`src/rtl/hermes_input_buffer_pkg.sv`:
```
// Shared defaults and FSM state encoding for the Hermes per-port input buffer.
package hermes_input_buffer_pkg;

  localparam int TAM_FLIT_DEF   = 16;
  localparam int TAM_BUFFER_DEF = 4;

  typedef enum logic [2:0] {
    S_IDLE = 3'd0,
    S_WAIT = 3'd1,
    S_HDR  = 3'd2,
    S_SIZE = 3'd3,
    S_PAY  = 3'd4,
    S_END  = 3'd5
  } state_t;

endpackage

```
`src/rtl/hermes_fifo.sv`:
```
// Circular flit buffer: power-of-two depth, occupancy count, head always visible on rd_data.
module hermes_fifo #(
  parameter int WIDTH = 16,
  parameter int DEPTH = 4
) (
  input  logic                     clock,
  input  logic                     reset,
  input  logic                     push_req,
  input  logic                     pop,
  input  logic [WIDTH-1:0]         wr_data,
  output logic [WIDTH-1:0]         rd_data,
  output logic [$clog2(DEPTH):0]   cnt,
  output logic                     full,
  output logic                     empty
);

  localparam int PW = $clog2(DEPTH);
  localparam logic [PW:0] FULL_CNT = (PW+1)'(DEPTH);

  logic [WIDTH-1:0] mem [DEPTH];
  logic [PW-1:0]    rd_ptr;
  logic [PW-1:0]    wr_ptr;
  logic             push;

  // A push into a full buffer is dropped rather than overwriting the oldest flit.
  assign full    = (cnt == FULL_CNT);
  assign empty   = (cnt == '0);
  assign push    = push_req && !full;
  assign rd_data = mem[rd_ptr];

  always_ff @(posedge clock) begin
    if (push) begin
      mem[wr_ptr] <= wr_data;
    end
  end

  always_ff @(posedge clock or negedge reset) begin
    if (!reset) begin
      rd_ptr <= '0;
      wr_ptr <= '0;
      cnt    <= '0;
    end else begin
      if (push) begin
        wr_ptr <= wr_ptr + PW'(1);
      end
      if (pop) begin
        rd_ptr <= rd_ptr + PW'(1);
      end
      if (push && !pop) begin
        cnt <= cnt + (PW+1)'(1);
      end else if (!push && pop) begin
        cnt <= cnt - (PW+1)'(1);
      end
    end
  end

endmodule

```
`src/rtl/hermes_input_buffer.sv`:
```
// Hermes router input port: buffers flits, requests routing for each header, and streams
// header, size and payload to the crossbar once the route is granted.
module hermes_input_buffer
  import hermes_input_buffer_pkg::*;
#(
  parameter int TAM_FLIT   = TAM_FLIT_DEF,
  parameter int TAM_BUFFER = TAM_BUFFER_DEF
) (
  input  logic                clock,
  input  logic                reset,
  input  logic                i_rx,
  input  logic [TAM_FLIT-1:0] i_data,
  output logic                o_credit,
  output logic                o_h,
  input  logic                i_ack_h,
  output logic                o_data_av,
  output logic [TAM_FLIT-1:0] o_data,
  input  logic                i_data_ack,
  output logic                o_sender
);

  logic [$clog2(TAM_BUFFER):0] cnt;
  logic                        full;
  logic                        empty;
  logic                        pop;
  logic [TAM_FLIT-1:0]         rem;
  state_t                      state;
  state_t                      next_state;

  assign pop      = o_data_av && i_data_ack;
  assign o_credit = !full;

  hermes_fifo #(
    .WIDTH (TAM_FLIT),
    .DEPTH (TAM_BUFFER)
  ) u_fifo (
    .clock    (clock),
    .reset    (reset),
    .push_req (i_rx),
    .pop      (pop),
    .wr_data  (i_data),
    .rd_data  (o_data),
    .cnt      (cnt),
    .full     (full),
    .empty    (empty)
  );

  always_ff @(posedge clock or negedge reset) begin
    if (!reset) begin
      state <= S_IDLE;
    end else begin
      state <= next_state;
    end
  end

  // A zero size flit skips the payload phase entirely.
  always_comb begin
    next_state = state;
    case (state)
      S_IDLE: if (!empty) next_state = S_WAIT;
      S_WAIT: if (i_ack_h) next_state = S_HDR;
      S_HDR:  if (pop) next_state = S_SIZE;
      S_SIZE: if (pop) next_state = (o_data == '0) ? S_END : S_PAY;
      S_PAY:  if (pop && rem == TAM_FLIT'(1)) next_state = S_END;
      S_END:  next_state = S_IDLE;
      default: next_state = S_IDLE;
    endcase
  end

  always_comb begin
    o_h       = 1'b0;
    o_data_av = 1'b0;
    case (state)
      S_WAIT:              o_h       = 1'b1;
      S_HDR, S_SIZE, S_PAY: o_data_av = !empty;
      default: ;
    endcase
  end

  // The connection is held from the routing grant until the last flit leaves.
  always_ff @(posedge clock or negedge reset) begin
    if (!reset) begin
      o_sender <= 1'b0;
      rem      <= '0;
    end else begin
      if (state == S_WAIT && i_ack_h) begin
        o_sender <= 1'b1;
      end else if (next_state == S_END && state != S_END) begin
        o_sender <= 1'b0;
      end
      if (state == S_SIZE && pop) begin
        rem <= o_data;
      end else if (state == S_PAY && pop) begin
        rem <= rem - TAM_FLIT'(1);
      end
    end
  end

endmodule

```
`config.mk`:
```
export PLATFORM = sky130hd
export DESIGN_NAME = hermes_input_buffer
export DESIGN_NICKNAME = d
export VERILOG_FILES = /design/src/rtl/hermes_input_buffer_pkg.sv /design/src/rtl/hermes_fifo.sv /design/src/rtl/hermes_input_buffer.sv
export SDC_FILE = /design/constraint.sdc
export NUM_CORES = 1
export LEC_CHECK = 0
export BUFFER_PORTS_ARGS = -buffer_cell sky130_fd_sc_hd__buf_2
export CORE_MARGIN = 2
export CORE_UTILIZATION = 35
export DETAILED_ROUTE_END_ITERATION = 6
export GPL_TIMING_DRIVEN = 0
export PLACE_DENSITY = 0.53
export SYNTH_ARGS = -nofsm -noshare
export SYNTH_HDL_FRONTEND = slang
export SYNTH_SLANG_ARGS = --single-unit
```
`constraint.sdc`:
```
create_clock -name clock -period 3.3 [get_ports clock]
set_input_delay 0.495 -clock clock [delete_from_list [all_inputs] [get_ports clock]]
set_output_delay 0.495 -clock clock [all_outputs]
set_load 0.005 [all_outputs]
```
==> impl_metrics.py <==
metrics = {
    "worst_setup_path": {
        "critPathCaptureType": "primary output",
        "cp-startpoint": "u_fifo.rd_ptr[1]$_DFFE_PN0P_",
        "r2r_start": "u_fifo.rd_ptr[1]$_DFFE_PN0P_",
        "criticalPathCategory": "reg -> out",
        "cp.arrival_ns": 2.34,
        "path_max_fanout": 10,
        "worstRegToRegCells": 6,
        "cp-start-kind": "flip-flop",
        "crit_required_ns": 2.80,
    },
    "timing": {
        "worstMarginPinSlew_ns": 0.9490,
        "setup_viol": 0,
        "min_period_ns": 2.837,
        "setup_tns_ns": 0,
        "report.final.slew_viol_count": 0,
        "slew_headroom_pct": 36.73,
        "finalCritPeriodShare_pct": 85.98,
        "fmax_mhz": 352.5,
        "timing_hold_violations_final": 0,
        "rsz0062_at_grt": "false",
        "finClkSkew_ns": 0.008721,
        "holdWs_ns": 0.1336,
    },
    "synth": {
        "synth-xor-area-share_pct": 1.346,
        "synth_flop_cell": "edfxtp_1",
        "synth_cell_type_count": 41,
        "postSynthAreaPerCell_um2": 15.14,
        "synth_top_family_by_area": "multiplexers",
        "synth_area_mm2": 0.003905,
        "synthAdderAreaFrac_pct": 2.756,
        "async_flop_share_pct": 29.67,
        "synth_seq_area_share_pct": 66.52,
        "synth_compound_area_share_pct": 8.010,
        "ys_warn_count": 0,
        "synth_edf_count": 64,
        "synthMuxAreaShare_pct": 9.901,
        "syn_inst": 258,
        "ys_ff_latch": 91,
        "synthSimpleGateAreaFrac_pct": 9.516,
        "syn_nets": 287,
    },
    "clock_network": {
        "clock_latency_ns": 0.37,
        "clk_pin_slew_ns": 0.10,
        "cts_tree": "built",
        "cts-root-buf": "clkbuf_8",
        "cts_resized": 0,
        "cts_sinks": 91,
        "post_cts_buffers": 0,
        "hold_buffers": 0,
        "htree_num_levels": 3,
        "clockBufferDepth": 2,
        "cts_buffers": 9,
    },
    "layout": {
        "final_cell_area_mm2": 0.004464,
        "antenna_cells": 0,
        "n_fill_cell": 1017,
        "seqCellArea_mm2": 0.002597,
        "num-nets-final": 338,
        "final_cells": 454,
        "drive_gt1_share_pct": 23.57,
        "area_delta_synth_final_pct": 14.32,
        "multi_input_area_mm2": 0.001231,
    },
    "place": {
        "routabilityCongestion": 0.8224,
        "post_dp_cell_area_mm2": 0.004280,
        "dp.cells": 438,
        "io_buffers": 40,
        "post-dp-hpwl_um": 5524,
    },
    "status": {
        "run_status": "completed",
    },
    "global_route": {
        "busiest_layer": "met2",
        "globalRouteMet2Util_pct": 23.06,
        "grt_pass1_vias": 2408,
        "track_usage_pct": 14.81,
        "use_met3_pct": 3.675,
        "grt_pass1_wl_um": 12830,
        "grt_start_max_net_pins": 28,
        "grt.overflow.total": 0,
        "grt_use_met1_pct": 19.84,
        "antenna_found_initial": 0,
    },
    "die": {
        "die_y_um": 109.6,
        "core_mm2": 0.01084,
        "initial_utilization_pct": 36.02,
        "num_rows": 38,
        "die_w_um": 109.6,
        "ioPinCount": 41,
        "die_area_mm2": 0.01202,
    },
    "detailed_routing": {
        "num_vias": 2406,
        "via_per_inst": 5.300,
        "dr.pass1.iters": 4,
        "first_iter_violations": 117,
        "postRouteAntennaNets": 0,
        "routed_wl_um": 8235,
        "wire_per_inst_um": 18.14,
        "drc_errors": 0,
    },
    "power": {
        "p_per_area_mw_per_mm2": 870.8,
        "ir_drop_mv": 0.2795,
        "finalPower_uw": 3888,
        "leakage_uw": 0.001609,
    },
    "run": {
        "maxCapViolations": 0,
    },
    "min_path": {
        "hp-class": "in -> async",
    },
}
## synthesized netlist by cell type, types with 3 or more instances
| cell | instances | area, µm² |
|---|---|---|
| a21oi_1 | 3 | 15.01 |
| and3_1 | 4 | 25.02 |
| clkbuf_1 | 7 | 26.28 |
| dfrtp_1 | 27 | 675.7 |
| edfxtp_1 | 64 | 1922 |
| ha_1 | 7 | 87.58 |
| inv_1 | 9 | 33.78 |
| mux4_1 | 4 | 105.1 |
| mux4_2 | 12 | 270.3 |
| nand2_1 | 26 | 97.59 |
| nand3_1 | 5 | 25.02 |
| nor2_1 | 17 | 63.81 |
| nor3_1 | 4 | 20.02 |
| nor4_1 | 3 | 18.77 |
| o211ai_1 | 12 | 90.09 |
| o21ai_0 | 8 | 40.04 |
| o311ai_0 | 9 | 78.83 |
| or4_1 | 5 | 37.54 |
| xnor2_1 | 4 | 35.03 |
## registers in the layout, indices dropped and copies added (netlist names)
name and cells:
u_fifo.mem 64, u_fifo.cnt 3, o_sender 1, u_fifo.wr_ptr 2
rem 16, state 3, u_fifo.rd_ptr 2
## critical path, stage by stage, from the launching register on
cell      delay [ns]
dfrtp_1         0.33
clkbuf_1        0.44
clkbuf_1        0.55
mux4_1          0.48
buf_2           0.17
## final timing paths
kind,to,slack [ns]
min in group clock,u_fifo.mem[3][14]$_DFFE_PP_,0.33
hold reg to reg,state[1]$_DFF_PN0_,0.52
setup / recovery,o_data[9],0.46
max in group asynchronous,rem[5]$_DFFE_PN0P_,2.76
setup reg to reg,o_sender$_DFFE_PN0P_,0.52
hold / removal,rem[1]$_DFFE_PN0P_,0.13
## report_power, final
group	internal (µW)	switching, µW	leakage (µW)
clock network	291	432	0.0000913
logic	617	801	0.000599
registers	1560	189	0.000918
## layout by cell type, fill, tap and decap left out, types with 4 or more instances in the layout
cell      synthesis  final
edfxtp_1         64     64
buf_2             1     41
dfrtp_1          27     27
nand2_1          26     26
nor2_1           17     17
mux4_2           12     12
o211ai_1         12     12
inv_1             9      9
o311ai_0          9      9
clkbuf_8          0      9
clkbuf_1          7      8
o21ai_0           8      8
ha_1              7      7
nand3_1           5      5
or4_1             5      5
mux4_1            4      4
nor3_1            4      4
and3_1            4      4
xnor2_1           4      4
## layer usage
metal | vias up | routed length (µm)
li1 | 1117 | -
met1 | 1207 | 3781
met3 | 15 | 325
met5 | - | 0
met2 | 67 | 3929
met4 | 0 | 199
## cells by family (layout without fill, tap and decap cells)
logic type	count (synthesis)	after routing
DFF	91	91
AOI/OAI and AO/OA	42	42
buffers and inverters	18	74
muxes	17	17
and+or+nand+nor	76	76
adders and majority gates	8	8
xor gates and xnor gates	6	6
## final cells by class
type | count | area share (%)
Multi-Input combinational cell | 149 | 27.58
Sequential cell | 91 | 58.18
Timing Repair Buffer | 40 | 4.484
Buffer | 9 | 0.9529
Clock inverter | 6 | 1.261
Inverter | 9 | 0.7567
Clock buffer | 10 | 2.859
Tap cell | 140 | 3.924
## metrics by stage
stage | setup WS, ns | utilization [%]
2_1_floorplan | 1.160 | -
3_3_place_gp | 0.4788 | 39.49
3_5_place_dp | 0.4936 | 39.49
4_1_cts | 0.3978 | 41.18
5_1_grt | 0.3185 | 41.18
6_report | 0.4628 | 41.18
Note: power is estimated with default switching activity, not from simulation.
